<file path="config.mk">
export PLATFORM = sky130hd
export DESIGN_NAME = redmule_tcdm_splitter
export DESIGN_NICKNAME = d
export VERILOG_FILES = /design/src/rtl/redmule_pkg.sv /design/src/rtl/redmule_lane_fifo.sv /design/src/rtl/redmule_tcdm_splitter.sv
export SDC_FILE = /design/constraint.sdc
export NUM_CORES = 1
export LEC_CHECK = 0
export ABC_AREA = 0
export ABC_CLOCK_PERIOD_IN_PS = 13500
export CORE_AREA = 2 2 287 289
export CTS_CLUSTER_SIZE = 28
export DETAILED_ROUTE_END_ITERATION = 6
export DIE_AREA = 0 0 289 291
export GPL_ROUTABILITY_DRIVEN = 0
export PLACE_DENSITY = 0.6
export SYNTH_ARGS = -nofsm -noshare
export SYNTH_HDL_FRONTEND = slang
export SYNTH_SLANG_ARGS = --single-unit
</file>
<file path="constraint.sdc">
create_clock -name clk_i -period 13.5 [get_ports clk_i]
set_input_delay 2.7 -clock clk_i [delete_from_list [all_inputs] [get_ports clk_i]]
set_output_delay 2.7 -clock clk_i [all_outputs]
set_load 0.005 [all_outputs]
</file>
<file path="src/rtl/redmule_pkg.sv">
// Shared constants for the RedMulE TCDM path: narrow lane geometry and a
// small helper to size counters that must hold the value N itself.
package redmule_pkg;

    localparam int unsigned TcdmLaneW  = 32;  // bits per narrow TCDM lane
    localparam int unsigned TcdmLaneBw = 4;   // byte enables per narrow lane

    // Width needed to represent 0..n inclusive.
    function automatic int unsigned cnt_width(input int unsigned n);
        return $clog2(n + 1);
    endfunction

endpackage

</file>
<file path="src/rtl/redmule_lane_fifo.sv">
// Per-lane response FIFO. The head word is readable combinationally so a
// response stored on one edge can leave the splitter in the next cycle.
// A push while full or a pop while empty is ignored; the splitter flags
// the overflow case itself.
module redmule_lane_fifo
    import redmule_pkg::*;
#(
    parameter int unsigned Depth = 4,
    parameter int unsigned Width = 32
) (
    input  logic             clk_i,
    input  logic             rst_i,
    input  logic             clear_i,
    input  logic             push_i,
    input  logic [Width-1:0] data_i,
    input  logic             pop_i,
    output logic [Width-1:0] data_o,
    output logic             empty_o,
    output logic             full_o
);

    localparam int unsigned PtrW = (Depth > 1) ? $clog2(Depth) : 1;
    localparam int unsigned CntW = cnt_width(Depth);

    logic [Width-1:0] mem_q [Depth];
    logic [PtrW-1:0]  wr_ptr_q, wr_ptr_d;
    logic [PtrW-1:0]  rd_ptr_q, rd_ptr_d;
    logic [CntW-1:0]  cnt_q, cnt_d;
    logic             push_ok, pop_ok;

    assign empty_o = (cnt_q == '0);
    assign full_o  = (cnt_q == CntW'(Depth));
    assign push_ok = push_i & ~full_o;
    assign pop_ok  = pop_i & ~empty_o;
    assign data_o  = mem_q[rd_ptr_q];

    // Pointers wrap explicitly so Depth need not be a power of two.
    function automatic logic [PtrW-1:0] ptr_inc(input logic [PtrW-1:0] p);
        return (p == PtrW'(Depth - 1)) ? '0 : p + 1'b1;
    endfunction

    // Next-state for pointers and fill level; clear wins over traffic.
    always_comb begin
        wr_ptr_d = wr_ptr_q;
        rd_ptr_d = rd_ptr_q;
        cnt_d    = cnt_q;
        if (push_ok) wr_ptr_d = ptr_inc(wr_ptr_q);
        if (pop_ok)  rd_ptr_d = ptr_inc(rd_ptr_q);
        case ({push_ok, pop_ok})
            2'b10:   cnt_d = cnt_q + 1'b1;
            2'b01:   cnt_d = cnt_q - 1'b1;
            default: cnt_d = cnt_q;
        endcase
        if (clear_i) begin
            wr_ptr_d = '0;
            rd_ptr_d = '0;
            cnt_d    = '0;
        end
    end

    // Control state register.
    always_ff @(posedge clk_i or posedge rst_i) begin
        if (rst_i) begin
            wr_ptr_q <= '0;
            rd_ptr_q <= '0;
            cnt_q    <= '0;
        end else begin
            wr_ptr_q <= wr_ptr_d;
            rd_ptr_q <= rd_ptr_d;
            cnt_q    <= cnt_d;
        end
    end

    // Storage array; contents are don't-care until written.
    always_ff @(posedge clk_i) begin
        if (push_ok && !clear_i) mem_q[wr_ptr_q] <= data_i;
    end

endmodule

</file>
<file path="src/rtl/redmule_tcdm_splitter.sv">
// Splits one wide TCDM request into MP narrow 32-bit requests. Lane grants
// are collected over several cycles in done_q; responses are realigned
// through one FIFO per lane and released only when every lane has data.
// A credit counter keeps outstanding wide transactions within FIFO depth.
module redmule_tcdm_splitter
    import redmule_pkg::*;
#(
    parameter int unsigned MP             = 4,
    parameter int unsigned AW             = 32,
    parameter int unsigned RespDepth      = 4,
    parameter bit          SkipEmptyLanes = 1'b1
) (
    input  logic                      clk_i,
    input  logic                      rst_i,
    input  logic                      clear_i,
    input  logic                      req_i,
    output logic                      gnt_o,
    input  logic [AW-1:0]             add_i,
    input  logic                      wen_i,
    input  logic [MP*TcdmLaneBw-1:0]  be_i,
    input  logic [MP*TcdmLaneW-1:0]   data_i,
    output logic [MP*TcdmLaneW-1:0]   r_data_o,
    output logic                      r_valid_o,
    output logic [MP-1:0]             tcdm_req_o,
    input  logic [MP-1:0]             tcdm_gnt_i,
    output logic [MP*AW-1:0]          tcdm_add_o,
    output logic [MP-1:0]             tcdm_wen_o,
    output logic [MP*TcdmLaneBw-1:0]  tcdm_be_o,
    output logic [MP*TcdmLaneW-1:0]   tcdm_data_o,
    input  logic [MP*TcdmLaneW-1:0]   tcdm_r_data_i,
    input  logic [MP-1:0]             tcdm_r_valid_i,
    output logic                      busy_o,
    output logic                      err_o
);

    localparam int unsigned CntW = cnt_width(RespDepth);
    localparam int unsigned LW   = TcdmLaneW;
    localparam int unsigned LB   = TcdmLaneBw;

    logic [MP-1:0]   done_q, done_d;
    logic [CntW-1:0] cnt_q, cnt_d;
    logic            err_q, err_d;

    logic [MP-1:0]   skip, lane_req, lane_sat, lane_err;
    logic [MP-1:0]   fifo_push, fifo_empty, fifo_full;
    logic [LW-1:0]   fifo_wdata [MP];
    logic [LW-1:0]   fifo_head  [MP];
    logic            credit_ok, gnt_int, rvalid_int, busy_int;

    // Credit check uses only the registered count, never a same-cycle pop.
    assign credit_ok  = (cnt_q < CntW'(RespDepth));
    assign gnt_int    = req_i & credit_ok & (&lane_sat);
    assign rvalid_int = ~(|fifo_empty);
    assign busy_int   = (cnt_q != '0) | (|done_q);

    // Every output is forced low while reset is held, including the
    // purely combinational lane mapping.
    assign gnt_o     = gnt_int & ~rst_i;
    assign r_valid_o = rvalid_int & ~rst_i;
    assign busy_o    = busy_int & ~rst_i;
    assign err_o     = err_q & ~rst_i;

    for (genvar gi = 0; gi < MP; gi++) begin : g_lane
        logic narrow_push, skip_push;

        assign skip[gi]     = SkipEmptyLanes & ~wen_i & (be_i[gi*LB +: LB] == '0);
        assign lane_req[gi] = req_i & credit_ok & ~done_q[gi] & ~skip[gi];
        assign lane_sat[gi] = done_q[gi] | skip[gi] | (lane_req[gi] & tcdm_gnt_i[gi]);

        // Responses into a full FIFO or with nothing outstanding are dropped.
        assign lane_err[gi] = tcdm_r_valid_i[gi] & (fifo_full[gi] | (cnt_q == '0));
        assign narrow_push  = tcdm_r_valid_i[gi] & ~lane_err[gi];
        // Skipped lanes get a zero entry so the wide response aligns.
        assign skip_push    = gnt_int & skip[gi];

        assign fifo_push[gi]  = narrow_push | skip_push;
        assign fifo_wdata[gi] = skip_push ? '0 : tcdm_r_data_i[gi*LW +: LW];

        redmule_lane_fifo #(
            .Depth (RespDepth),
            .Width (LW)
        ) i_fifo (
            .clk_i   (clk_i),
            .rst_i   (rst_i),
            .clear_i (clear_i),
            .push_i  (fifo_push[gi]),
            .data_i  (fifo_wdata[gi]),
            .pop_i   (rvalid_int),
            .data_o  (fifo_head[gi]),
            .empty_o (fifo_empty[gi]),
            .full_o  (fifo_full[gi])
        );

        assign tcdm_req_o[gi]             = lane_req[gi] & ~rst_i;
        assign tcdm_add_o[gi*AW +: AW]    = rst_i ? '0 : add_i + AW'(LB * gi);
        assign tcdm_wen_o[gi]             = wen_i & ~rst_i;
        assign tcdm_be_o[gi*LB +: LB]     = rst_i ? '0 : be_i[gi*LB +: LB];
        assign tcdm_data_o[gi*LW +: LW]   = rst_i ? '0 : data_i[gi*LW +: LW];
        // Read data is zero outside valid cycles so stale heads never leak.
        assign r_data_o[gi*LW +: LW]      = (rvalid_int & ~rst_i) ? fifo_head[gi] : '0;
    end

    // Next-state for grant tracking, credits and the sticky error.
    always_comb begin
        done_d = done_q;
        cnt_d  = cnt_q;
        err_d  = err_q | (|lane_err);
        if (gnt_int) done_d = '0;
        else         done_d = done_q | (lane_req & tcdm_gnt_i);
        case ({gnt_int, rvalid_int})
            2'b10:   cnt_d = cnt_q + 1'b1;
            2'b01:   cnt_d = cnt_q - 1'b1;
            default: cnt_d = cnt_q;
        endcase
        if (clear_i) begin
            done_d = '0;
            cnt_d  = '0;
            // Clearing with work in flight leaves a marker: late responses
            // can no longer be matched.
            err_d  = busy_int;
        end
    end

    // State register.
    always_ff @(posedge clk_i or posedge rst_i) begin
        if (rst_i) begin
            done_q <= '0;
            cnt_q  <= '0;
            err_q  <= 1'b0;
        end else begin
            done_q <= done_d;
            cnt_q  <= cnt_d;
            err_q  <= err_d;
        end
    end

endmodule

</file>
==> flow_metrics.env <==
export IMPL_p_switching_uw=836
export IMPL_place_hpwl_mm=79.7
export IMPL_power_density_nw_per_um2=102
export IMPL_critPathBufInv=2
export IMPL_seqPwrFrac_pct=50.6
export IMPL_period_minus_slack_ps=9090
export IMPL_avgSynthCellArea_um2=14.2
export IMPL_final_common_cell="clkdlybuf4s50_1"
export IMPL_synthesis_nets=2172
export IMPL_portBuffers=728
export IMPL_crit_path_max_incr_delay_ps=920
export IMPL_max_freq_ghz=0.110
export IMPL_p_clk_share_pct=39.0
export IMPL_synth_edf_count=512
export IMPL_die_w_um=289
export IMPL_drc=0
export IMPL_slew_headroom_pct=24.6
export IMPL_first_pass_iters=6
export IMPL_outcome="finished clean"
export IMPL_clockBufferDepth=3
export IMPL_swShare_pct=22.7
export IMPL_required_ps=10800
export IMPL_clock_latency_ps=610
export IMPL_mostFrequentLayoutCells="726 x clkdlybuf4s50_1, 512 x edfxtp_1, 283 x nor2b_1, 145 x nor2_1, 133 x and3_1"
export IMPL_drive_gt1_share_pct=10.7
export IMPL_slowest_stage="nor4_1"
export IMPL_globalRouteTotalUtil_pct=25.1
export IMPL_synth_ff_type="edfxtp_1"
export IMPL_numCtsBuffers=54
export IMPL_wl_per_cell_um=29.9
export IMPL_leakagePower_nw=12.1
export IMPL_crit_arrival_ps=6390
export IMPL_viasPerCell=5.18
export IMPL_peakVddDrop_mv=0.104
export IMPL_worstPathCellList="clkdlybuf4s50_1 > ha_1 > a21oi_1 > nor4_1 > nand2_1 > xor2_1 > nor2_1 > clkdlybuf4s50_1"
export IMPL_die_area_um2=84100
export IMPL_setup_viol=0
export IMPL_path_clk_slew_ps=60
export IMPL_final_util_pct=44.3
export IMPL_worstSetupStartpointType="input port"
export IMPL_syn_cell_area_um2=26000
export IMPL_hold_start="g_lane[0].i_fifo.rd_ptr_q[1]"
export IMPL_antenna_found_initial=33
export IMPL_ys_seq_area_share_pct=62.6
export IMPL_synthTopCellsByArea="edfxtp_1 59%, mux4_2 11%, nor2b_1 6.8%, dfrtp_1 3.5%, and3_1 3.2%"
export IMPL_nNetsFinal=2835
export IMPL_start_util_pct=32.0
export IMPL_grt_pass1_vias=19100
export IMPL_cp_top_family="simple AND/OR/NAND/NOR gates"
export IMPL_cp_end_kind="output port"
export IMPL_synth_top_cell_by_area="edfxtp_1"
export IMPL_rsz0062_at_grt="no"
export IMPL_cp_common_cell="clkdlybuf4s50_1"
export IMPL_syn2layout_area_growth_pct=38.4
export IMPL_syn_inst=1827
export IMPL_cts_root_buffer_cell="clkbuf_16"
export IMPL_grt_start_max_net_pins=103
export IMPL_dr_total_vias=18700
export IMPL_ys_ff_latch=548
export IMPL_critPathMaxFanout=9
export IMPL_ioPinCount=729
export IMPL_synth_top_cell_area_share_pct=59.1
export IMPL_finalSetupTns_ps=0
export IMPL_regToRegStartpoint="g_lane[1].i_fifo.cnt_q[0]"
export IMPL_fp_coreArea_um2=81200
export IMPL_htree_levels=2
export IMPL_report_final_slew_viol_count=0
export IMPL_period_share_pct=67.4
export IMPL_drv_cap=0
export IMPL_yosys_warnings=0
export IMPL_synth_async_reset_ratio_pct=6.57
export IMPL_cts_hold_buf=0
export IMPL_finClkSkew_ps=25.3
export IMPL_rows=105
export IMPL_post_cts_buffers=0
export IMPL_p_int_mw=2.85
export IMPL_cts_resized=0
export IMPL_ys_types=57
export IMPL_cts_sinks=548
export IMPL_die_h_um=291
export IMPL_tightest_slew_ps=1130
export IMPL_drtIter0Drc=1446
export IMPL_wl_mm=108
export IMPL_combPwrFrac_pct=10.5
export IMPL_crit_type="input port to output port"
export IMPL_worstHoldPathType="flip-flop to flip-flop"
export IMPL_tritoncts="built"
export IMPL_cp_startpoint="add_i[4]"
export IMPL_overflow=0
export IMPL_ant_nets=0
export IMPL_grt_pass1_wl_mm=149
export IMPL_finalHoldViolations=0
==> cell type report <==
type,count,area (um^2)
antenna,17,42.5
clock buffer,69,1430
clock inverter,32,235
fill,7381,45200
inverter,17,66.3
multi-input combinational,1109,9070
sequential,548,16300
tap,1070,1340
timing repair buffer,760,7530
==> worst reg2reg max path, stage by stage, from the launching register on <==
cell      delay (ps)
dfrtp_1          430
nor3_1           130
nor4_2           320
buf_4            870
o21ai_0          310
o21ai_0          370
fa_1             310
nand3b_1         120
a21oi_1           60
a311oi_1         260
mux2_2           370
==> cells in the mapped netlist (all sizes together) (16+ instances only) <==
cell type	n
nand2	47
or3	16
a21oi	27
nand4	20
nor2	145
inv	17
clkbuf	120
nand3	19
and3	133
xnor2	41
nor3	32
edfxtp	512
ha	23
xor2	34
dfrtp	36
buf	33
mux4	128
and2	52
o21ai	22
nor2b	283
==> logic make-up (layout without fill, tap and decap cells) <==
| logic type | after synthesis | after routing | share of synthesized area [%] |
|---|---|---|---|
| AOI/OAI and AO/OA | 66 | 66 | 1.58 |
| xor gates and xnor gates | 75 | 75 | 2.53 |
| adders and majority gates | 28 | 28 | 1.49 |
| buffers and inverters | 170 | 878 | 2.66 |
| DFF | 548 | 548 | 62.6 |
| muxes | 149 | 149 | 12.0 |
| other | 0 | 17 | 0 |
| and+or+nand+nor | 791 | 791 | 17.2 |
==> power groups by stage <==
stage | Combinational (mW) | Sequential, mW | Clock, mW
2_1_floorplan | 0.117 | 1.90 | 0
3_3_place_gp | 0.382 | 1.90 | 0
3_5_place_dp | 0.383 | 1.90 | 0
4_1_cts | 0.387 | 1.86 | 1.47
5_1_grt | 0.404 | 1.86 | 1.53
6_report | 0.386 | 1.86 | 1.44
==> state kept, by name, indices dropped and copies added (netlist names) <==
signal                  cells
g_lane.i_fifo.mem_q       512
g_lane.i_fifo.cnt_q        12
g_lane.i_fifo.rd_ptr_q      8
g_lane.i_fifo.wr_ptr_q      8
done_q                      4
cnt_q                       3
err_q                       1
==> path summary, 6_finish.rpt <==
check | endpoint | slack, ps | cells after the start
max | tcdm_add_o[113] | 4410 | 8
min in group asynchronous | err_q | 2560 | 2
min reg2reg | g_lane[0].i_fifo.rd_ptr_q[1] | 550 | 2
max reg2reg | g_lane[3].i_fifo.cnt_q[2] | 9810 | 10
min | g_lane[0].i_fifo.rd_ptr_q[1] | 550 | 2
max in group asynchronous | g_lane[0].i_fifo.rd_ptr_q[0] | 9650 | 3
==> metal layers <==
metal	global-route usage, %	part of all wire, %	vias to the layer above
met5	0	0.16	-
met4	10.9	5.2	26
met3	7.42	8.2	238
met2	44.0	51	779
met1	28.1	36	9643
li1	-	-	8063
==> stage by stage <==
step,hold slack [ps],total power [mW],std cells,setup slack (ps),area (um^2)
2_1_floorplan,500,2.02,1827,6300,26000
3_3_place_gp,533,2.28,3504,4610,34300
3_5_place_dp,548,2.28,3504,4550,34300
4_1_cts,557,3.72,3605,4570,35900
5_1_grt,593,3.80,3611,4350,36000
6_report,554,3.69,3622,4410,36000
Note: power is estimated with default switching activity, not from simulation.
